[src/rtl/int_to_fp_pkg.sv]
`default_nettype none
// ============================================================================
// Module      : int_to_fp_pkg
// Description : Shared floating-point definitions for the FP ALU units:
//               IEEE 754 single-precision constants, the common 2-bit
//               handshake state encoding and a field-packing helper.
// Ports       : none (package)
// Revision    : 1.0 - initial release
// ============================================================================
package int_to_fp_pkg;

  localparam int unsigned FP_BIAS = 127;
  localparam logic [31:0] FP_ZERO = 32'h0000_0000;

  // State encoding shared by every FP unit driven by the ALU sequencer.
  typedef enum logic [1:0] {
    ST_IDLE  = 2'd0,
    ST_NORM  = 2'd1,
    ST_ROUND = 2'd2,
    ST_DONE  = 2'd3
  } fp_state_t;

  // Assemble a single-precision word from its sign/exponent/mantissa fields.
  function automatic logic [31:0] fp_pack(input logic       sign,
                                          input logic [7:0]  exp,
                                          input logic [22:0] mant);
    return {sign, exp, mant};
  endfunction

endpackage
`default_nettype wire

[src/rtl/int_to_fp_if.sv]
`default_nettype none
// ============================================================================
// Module      : int_to_fp_if
// Description : start/done handshake bundle between the ALU sequencer and
//               the integer-to-float converter.
// Signals     : a, is_signed, start      - sequencer -> converter
//               result, done, inexact,
//               busy                     - converter -> sequencer
// Modports    : master (sequencer), slave (converter)
// Revision    : 1.0 - initial release
// ============================================================================
interface int_to_fp_if;
  logic [31:0] a;
  logic        is_signed;
  logic        start;
  logic [31:0] result;
  logic        done;
  logic        inexact;
  logic        busy;

  modport master (
    output a, is_signed, start,
    input  result, done, inexact, busy
  );

  modport slave (
    input  a, is_signed, start,
    output result, done, inexact, busy
  );
endinterface
`default_nettype wire

[src/rtl/int_to_fp.sv]
`default_nettype none
// ============================================================================
// Module      : int_to_fp
// Description : Iterative 32-bit integer (signed/unsigned) to IEEE 754
//               single-precision converter, round-to-nearest-even.
//               Normalisation shifts one bit per cycle.
// Ports       : clk    - clock, rising edge
//               reset  - asynchronous, active-high
//               bus    - int_to_fp_if.slave (a, is_signed, start in;
//                        result, done, inexact, busy out)
// Revision    : 1.0 - initial release
// ============================================================================
module int_to_fp
  import int_to_fp_pkg::*;
#(
  parameter int unsigned EXP_INIT = FP_BIAS + 31
) (
  input  wire logic     clk,
  input  wire logic     reset,
  int_to_fp_if.slave    bus
);

  fp_state_t   state_q,   state_d;
  logic        sign_q,    sign_d;
  logic [31:0] mag_q,     mag_d;
  logic [7:0]  exp_q,     exp_d;
  logic [31:0] result_q,  result_d;
  logic        done_q,    done_d;
  logic        inexact_q, inexact_d;

  // Rounding datapath, only consumed in ROUND (mag_q[31] is the hidden bit).
  logic [22:0] w_mant;
  logic        w_guard;
  logic        w_sticky;
  logic        w_round_up;
  logic [23:0] w_mant_sum;
  logic [7:0]  w_exp_rnd;

  assign w_mant     = mag_q[30:8];
  assign w_guard    = mag_q[7];
  assign w_sticky   = |mag_q[6:0];
  assign w_round_up = w_guard & (w_sticky | w_mant[0]);
  assign w_mant_sum = {1'b0, w_mant} + {23'd0, w_round_up};
  // A mantissa carry leaves the low 23 bits at zero; only the exponent moves.
  assign w_exp_rnd  = exp_q + {7'd0, w_mant_sum[23]};

  always_ff @(posedge clk or posedge reset) begin
    if (reset) begin
      state_q   <= ST_IDLE;
      sign_q    <= 1'b0;
      mag_q     <= 32'd0;
      exp_q     <= 8'd0;
      result_q  <= FP_ZERO;
      done_q    <= 1'b0;
      inexact_q <= 1'b0;
    end else begin
      state_q   <= state_d;
      sign_q    <= sign_d;
      mag_q     <= mag_d;
      exp_q     <= exp_d;
      result_q  <= result_d;
      done_q    <= done_d;
      inexact_q <= inexact_d;
    end
  end

  always_comb begin
    state_d   = state_q;
    sign_d    = sign_q;
    mag_d     = mag_q;
    exp_d     = exp_q;
    result_d  = result_q;
    done_d    = done_q;
    inexact_d = inexact_q;

    unique case (state_q)
      ST_IDLE: begin
        done_d = 1'b0;
        if (bus.start) begin
          sign_d    = bus.is_signed & bus.a[31];
          // -2^31 negates to itself, which is exactly the wanted magnitude.
          mag_d     = (bus.is_signed & bus.a[31]) ? (~bus.a + 32'd1) : bus.a;
          exp_d     = 8'(EXP_INIT);
          inexact_d = 1'b0;
          state_d   = ST_NORM;
        end
      end

      ST_NORM: begin
        if (mag_q == 32'd0) begin
          // Zero bypasses rounding; sign is dropped so -0 never appears.
          result_d = FP_ZERO;
          state_d  = ST_DONE;
        end else if (mag_q[31]) begin
          state_d = ST_ROUND;
        end else begin
          mag_d = {mag_q[30:0], 1'b0};
          exp_d = exp_q - 8'd1;
        end
      end

      ST_ROUND: begin
        result_d  = fp_pack(sign_q, w_exp_rnd, w_mant_sum[22:0]);
        inexact_d = w_guard | w_sticky;
        state_d   = ST_DONE;
      end

      ST_DONE: begin
        // Level-held start must not retrigger; wait for it to drop.
        done_d = 1'b1;
        if (!bus.start) begin
          state_d = ST_IDLE;
        end
      end

      default: begin
        state_d = ST_IDLE;
      end
    endcase
  end

  assign bus.result  = result_q;
  assign bus.done    = done_q;
  assign bus.inexact = inexact_q;
  assign bus.busy    = (state_q == ST_NORM) || (state_q == ST_ROUND);

endmodule
`default_nettype wire

[src/flat_wrapper.sv]
// flat-port wrapper written by rule: the top's interface ports become plain ports
module int_to_fp_flat import int_to_fp_pkg::*;
#(
  parameter int unsigned EXP_INIT = FP_BIAS + 31
)
  (clk, reset, bus_a, bus_is_signed, bus_start, bus_result, bus_done, bus_inexact, bus_busy);
  int_to_fp_if bus_i ();
  input  wire logic clk;
  input  wire logic reset;
  input wire logic [$bits(bus_i.a)-1:0] bus_a;
  input wire logic [$bits(bus_i.is_signed)-1:0] bus_is_signed;
  input wire logic [$bits(bus_i.start)-1:0] bus_start;
  output wire logic [$bits(bus_i.result)-1:0] bus_result;
  output wire logic [$bits(bus_i.done)-1:0] bus_done;
  output wire logic [$bits(bus_i.inexact)-1:0] bus_inexact;
  output wire logic [$bits(bus_i.busy)-1:0] bus_busy;
  assign bus_i.a = bus_a;
  assign bus_i.is_signed = bus_is_signed;
  assign bus_i.start = bus_start;
  assign bus_result = bus_i.result;
  assign bus_done = bus_i.done;
  assign bus_inexact = bus_i.inexact;
  assign bus_busy = bus_i.busy;
  int_to_fp #(.EXP_INIT(EXP_INIT)) u_core (.clk(clk), .reset(reset), .bus(bus_i));
endmodule
[config.mk]
export PLATFORM = sky130hd
export DESIGN_NAME = int_to_fp_flat
export DESIGN_NICKNAME = d
export VERILOG_FILES = /design/src/rtl/int_to_fp_pkg.sv /design/src/rtl/int_to_fp_if.sv /design/src/rtl/int_to_fp.sv /design/src/flat_wrapper.sv
export SDC_FILE = /design/constraint.sdc
export NUM_CORES = 1
export LEC_CHECK = 0
export CORE_MARGIN = 5
export CORE_UTILIZATION = 50
export DETAILED_ROUTE_END_ITERATION = 12
export GPL_ROUTABILITY_DRIVEN = 0
export PLACE_DENSITY = 0.71
export SYNTH_ARGS = -nofsm -noshare
export SYNTH_HDL_FRONTEND = slang
export SYNTH_SLANG_ARGS = --single-unit
[constraint.sdc]
create_clock -name clk -period 2.8 [get_ports clk]
set_input_delay 0.42 -clock clk [delete_from_list [all_inputs] [get_ports clk]]
set_output_delay 0.42 -clock clk [all_outputs]
set_load 0.02 [all_outputs]
==> metrics.md <==
| Metric | Value |
|---|---|
| Routed vias | 4388 |
| Critical path cell sequence | inv_1 > ha_1 > mux2i_1 > nor2_1 > o21ai_1 > buf_4 > nor2_1 > a221o_1 |
| MaxCap Viol Count | 0 |
| Antenna-violating nets left | 0 |
| RSZ-0062 raised after global routing | no |
| Hold-fix buffers at CTS | 0 |
| Buf/Inv on CP | 2 |
| Clock tree from TritonCTS | done |
| Most common cell on crit path | nor2_1 |
| Final HPWL DP | 9810 um |
| Htree depth | 3 |
| Critical Path Max Stage Delay | 0.60 ns |
| Post-route design area | 5960 um2 |
| Mean Syn Cell Area | 9.07 um2 |
| Most common cell after layout, fill and taps aside | dfrtp_1 |
| Critical path peak fanout | 13 |
| First-pass GRT wire length | 21300 um |
| Worst-path clk slew | 0.09 ns |
| Die Height | 108 um |
| Clock buffer depth | 2 |
| CP required | 3.03 ns |
| CTS buffer count | 9 |
| Final worst slack | 0.318 ns |
| Largest net degree at the start of global routing | 50 |
| Layout Nets | 651 |
| CP Class | flip-flop to flip-flop |
| Core Util, Final | 63.9% |
| Routed wire length | 12900 um |
| Gr ovfl total | 0 |
| Sum of negative setup slack | 0 ns |
| Fin. Hold Viols | 0 |
| TritonRoute pass-1 iters | 6 |
| Area post-placement | 5740 um2 |
| Relative slew slack | 31.3% |
| Max-slew violations | 0 |
| Tot GR Track Use | 22.7% |
| CTS Root Cell | clkbuf_8 |
| Top Family by Delay on Critical Path | multiplexers |
| CP max-delay cell | mux2i_1 |
| Most frequent cells in the layout | dfrtp_1 (77), clkdlybuf4s50_1 (70), nand2_1 (52), nor2_1 (43), o21ai_0 (38) |
| Syn Inst Count | 531 |
| Share of cells above drive strength 1 | 9.66% |
| DRC | 0 |
| Port buffer count | 70 |
| Post-CTS Resized | 0 |
| Clock Skew | 0.0140 ns |
| Register area share after synthesis | 40.0% |
| Mapped cell area | 4820 um2 |
| CP endpoint kind | flip-flop |
| Post-synthesis cell type count | 59 |
| Area grow syn2layout | 23.8% |
| Total die area | 11700 um2 |
| Maximum VDD drop | 0.000775 V |
| Post-synth EDFFs | 0 |
| # clock sinks | 77 |
| Drt via density | 5.93 |
| Synthesized net count | 576 |
| Max Freq | 403 MHz |
| Worst-Margin Slew | 1.02 ns |
| Tcrit/Tclk final | 88.6% |
| Initial antenna violation count | 0 |
| Power per cell area | 1010 nW/um2 |
| Share of flip-flops with an asynchronous set or reset | 100% |
| Final setup vio count | 0 |
| Critical path arrival | 2.71 ns |
| Vias in the first global route | 4198 |
| Core Footprint | 9330 um2 |
| DR iter-0 viols | 274 |
| Die X | 108 um |
| Yosys warns | 0 |
| Ant. Diodes | 0 |
| Smallest hold slack | 0.469 ns |
| Pleak | 2.37 nW |
| Hold Path Class | primary input to async pin |
| Later-pin clock latency in the skew report | 0.34 ns |
| Starting Density | 51.6% |
| Post-CTS setup repair buffer count | 0 |
| Worst Setup Start Kind | flip-flop |
| Wire length per cell | 17.5 um |
| Fin crit period | 2.48 ns |
| Outcome | completed |
| Placement row count | 35 |
| I/O pin total | 71 |
| Synthesized flop and latch total | 77 |
| Dpl ws | 0.0734 ns |
| Top_reg_cell synth | dfrtp_1 |
worst paths after layout:
check / startpoint / to / slack [ns] / cells past startpoint
max in group asynchronous: reset / u_core.mag_q[28] / 1.65 / 3
max: u_core.state_q[0] / u_core.mag_q[25] / 0.32 / 8
min in group clk: u_core.bus.result[28] / u_core.bus.result[28] / 0.48 / 2
max reg2reg: u_core.state_q[0] / u_core.mag_q[25] / 0.32 / 8
min reg2reg: u_core.bus.result[28] / u_core.bus.result[28] / 0.48 / 2
min: reset / u_core.bus.result[25] / 0.47 / 2
flip-flops by register name (all words and copies together), names as in the netlist:
register and cells:
u_core.bus.inexact 1, u_core.sign_q 1, u_core.mag_q 32, u_core.bus.result 32
u_core.bus.done 1, u_core.exp_q 8, u_core.state_q 2
final cells by class:
| cell class | count | area, um2 |
|---|---|---|
| clock buffer | 9 | 124 |
| clock inverter | 7 | 98.8 |
| fill | 786 | 3370 |
| inverter | 27 | 101 |
| multi-input combinational | 400 | 2680 |
| sequential | 77 | 1930 |
| tap | 129 | 161 |
| timing repair buffer | 91 | 871 |
per-stage QoR:
| step | std cells | total power [mW] |
|---|---|---|
| after CTS | 740 | 6.01 |
| after global routing | 740 | 6.39 |
| after detailed placement | 724 | 5.06 |
| after global placement | 724 | 4.97 |
| final | 740 | 6.00 |
| after floorplan | 531 | 3.90 |
where the power goes:
| group | leakage [nW] | internal, mW | switching (mW) |
|---|---|---|---|
| combinational | 1.33 | 1.36 | 1.62 |
| sequential | 0.940 | 1.59 | 0.494 |
| clock | 0.0981 | 0.505 | 0.436 |
| total | 2.37 | 3.45 | 2.55 |
cells by family after synthesis:
kind of cell / synth area share (%)
adder cells (fa/ha/maj): 2.34
buffers and inverters: 4.36
flip-flops: 40.0
AO/OA/AOI/OAI: 18.4
multiplexers: 5.09
AND/OR/NAND/NOR: 20.4
XOR/XNOR: 9.46
metal layers:
metal | part of all wire, % | GRT usage [%] | up-vias
met2 | 44 | 34.5 | 181
met3 | 6.6 | 4.36 | 29
li1 | - | - | 2092
met5 | 0 | 0 | -
met1 | 47 | 33.1 | 2086
met4 | 2.2 | 6.58 | 0
cell usage after synthesis, types with 9 or more instances:
| master | count | share of area [%] |
|---|---|---|
| a21oi_1 | 12 | 1.2 |
| clkbuf_1 | 21 | 1.6 |
| dfrtp_1 | 77 | 40 |
| ha_1 | 9 | 2.3 |
| inv_1 | 26 | 2.0 |
| mux2_2 | 12 | 2.8 |
| mux2i_1 | 11 | 2.3 |
| nand2_1 | 52 | 4.1 |
| nand3_1 | 18 | 1.9 |
| nor2_1 | 43 | 3.4 |
| nor3_1 | 12 | 1.2 |
| nor4_1 | 12 | 1.6 |
| o21ai_0 | 38 | 3.9 |
| o31ai_1 | 17 | 2.6 |
| xnor2_1 | 35 | 6.4 |
| xor2_1 | 17 | 3.1 |
No activity file was read; power rests on OpenSTA's default activity.
==> edit (same flow settings) <==
Re-encode `fp_state_t` (4 states) as Gray code, 2 bits wide.
--- a/src/rtl/int_to_fp_pkg.sv
+++ b/src/rtl/int_to_fp_pkg.sv
@@ -14,10 +14,10 @@
 
   // State encoding shared by every FP unit driven by the ALU sequencer.
   typedef enum logic [1:0] {
-    ST_IDLE  = 2'd0,
-    ST_NORM  = 2'd1,
-    ST_ROUND = 2'd2,
-    ST_DONE  = 2'd3
+    ST_IDLE  = 2'b00,
+    ST_NORM  = 2'b01,
+    ST_ROUND = 2'b11,
+    ST_DONE  = 2'b10
   } fp_state_t;
 
   // Assemble a single-precision word from its sign/exponent/mantissa fields.
Formal check against the unedited RTL: no difference found for any inputs over 10 cycles, from zero or initial values and one cycle with reset high; not proved beyond that.
==> edit against the original RTL <==
- sequential cell count unchanged
- design area is 4.6% lower
- fmax rose by 0.84%
- total power is 6.9% lower
- area after synthesis is 2.1% lower
- routed wire length down 3.7%
- die area decreased by 1.9%
- setup slack improved by 0.021 ns
==> edit: results (changes against the original RTL) <==
[synthesis]
synth_area_leaders=dfrtp_1, a22o_1, xnor2_1
synth_xor_area_frac=0.0947  ; +0.000150
yosysSeqAreaShare=0.409  ; +0.00849
avgSynthCellArea_um2=9.32  ; +2.8%
yosys.area_share.adder=0.0133  ; -0.0101
synth_commonest_cells=dfrtp_1, a22o_1, nor2_1
synthesis.nets=547  ; -5.0%

[cells_and_area]
drive_gt1_frac=0.0946  ; -0.00199
layout.cells.non_filler=682  ; -7.8%
nets=607  ; -6.8%

[detailed_routing]
first_pass_iters=5  ; -1
drt_wl_total_um=12500  ; -3.7%
wl_met3_um=817  ; -3.8%
wirelength_met1_um=5870  ; -3.0%
via_per_inst=6.25  ; +5.3%
drt_iter0_drc=315  ; +15%
met2WireLength_um=5600  ; -2.5%

[pwr]
seqPwrFrac=0.387  ; +0.040
leakage_nw=2.24  ; -5.5%
switchingPower_mw=2.39  ; -6.3%
power.total_mw=5.59  ; -6.9%
power_frac_comb=0.483  ; -0.014

[worst_setup_path]
r2r_cells=10  ; +2
slowest_stage=dfrtp_1
r2r_start=u_core.mag_q[9]
cp_max_fo=5  ; -8
cpPeakStageDelay_ns=0.46  ; -0.14 ns
worst_r2r_endpoint=u_core.bus.result[30]
arrival_ns=2.74  ; +0.03 ns
r2r_slack_ns=0.34  ; +0.02 ns
cp_top_family=simple AND/OR/NAND/NOR gates

[grt]
grt.total_usage=0.229  ; +0.00193
met1_usage=0.337  ; +0.00563
grt_use_met2=0.348  ; +0.00305
grt_max_degree=55  ; +10%
grt_use_met3=0.0458  ; +0.00217
grt_pass1_vias=4013  ; -4.4%

[run_status]
status=finished clean

[timing]
whs_ns=0.427  ; -0.0416 ns
clock_skew_ns=0.0115  ; -0.00244 ns
worst_slew_pin_slew_ns=1.25  ; +0.224 ns

[placed_design]
hpwl_um=9380  ; -4.4%
dpl-instance-area_mm2=0.00552  ; -3.8%
dpl.cell_count=666  ; -8.0%

## edit: cell types whose count changed after synthesis, moves of 12 or more
cell     delta
o31ai_1    -12
a21oi_1    +16
nand2_1    -25
a22o_1     +24
o21ai_0    -25
## edit: cell type report
class,instances,area (µm²)
Multi-Input combinational cell,374,2550
Timing Repair Buffer,88,848
Clock inverter,7,42.5
Fill cell,810,3510
Inverter,16,60.1
Sequential cell,77,1930
Tap cell,111,139
Clock buffer,9,124
## edit: worst max path at each step
stage                     start                    end  slack, ns
2_1_floorplan  u_core.mag_q[10]  u_core.bus.result[30]       0.37
3_3_place_gp          bus_a[16]       u_core.mag_q[24]       0.28
3_5_place_dp          bus_a[12]       u_core.mag_q[24]       0.22
4_1_cts         u_core.mag_q[9]  u_core.bus.result[30]       0.33
5_1_grt         u_core.mag_q[9]  u_core.bus.result[30]       0.04
6_report        u_core.mag_q[9]  u_core.bus.result[30]       0.34
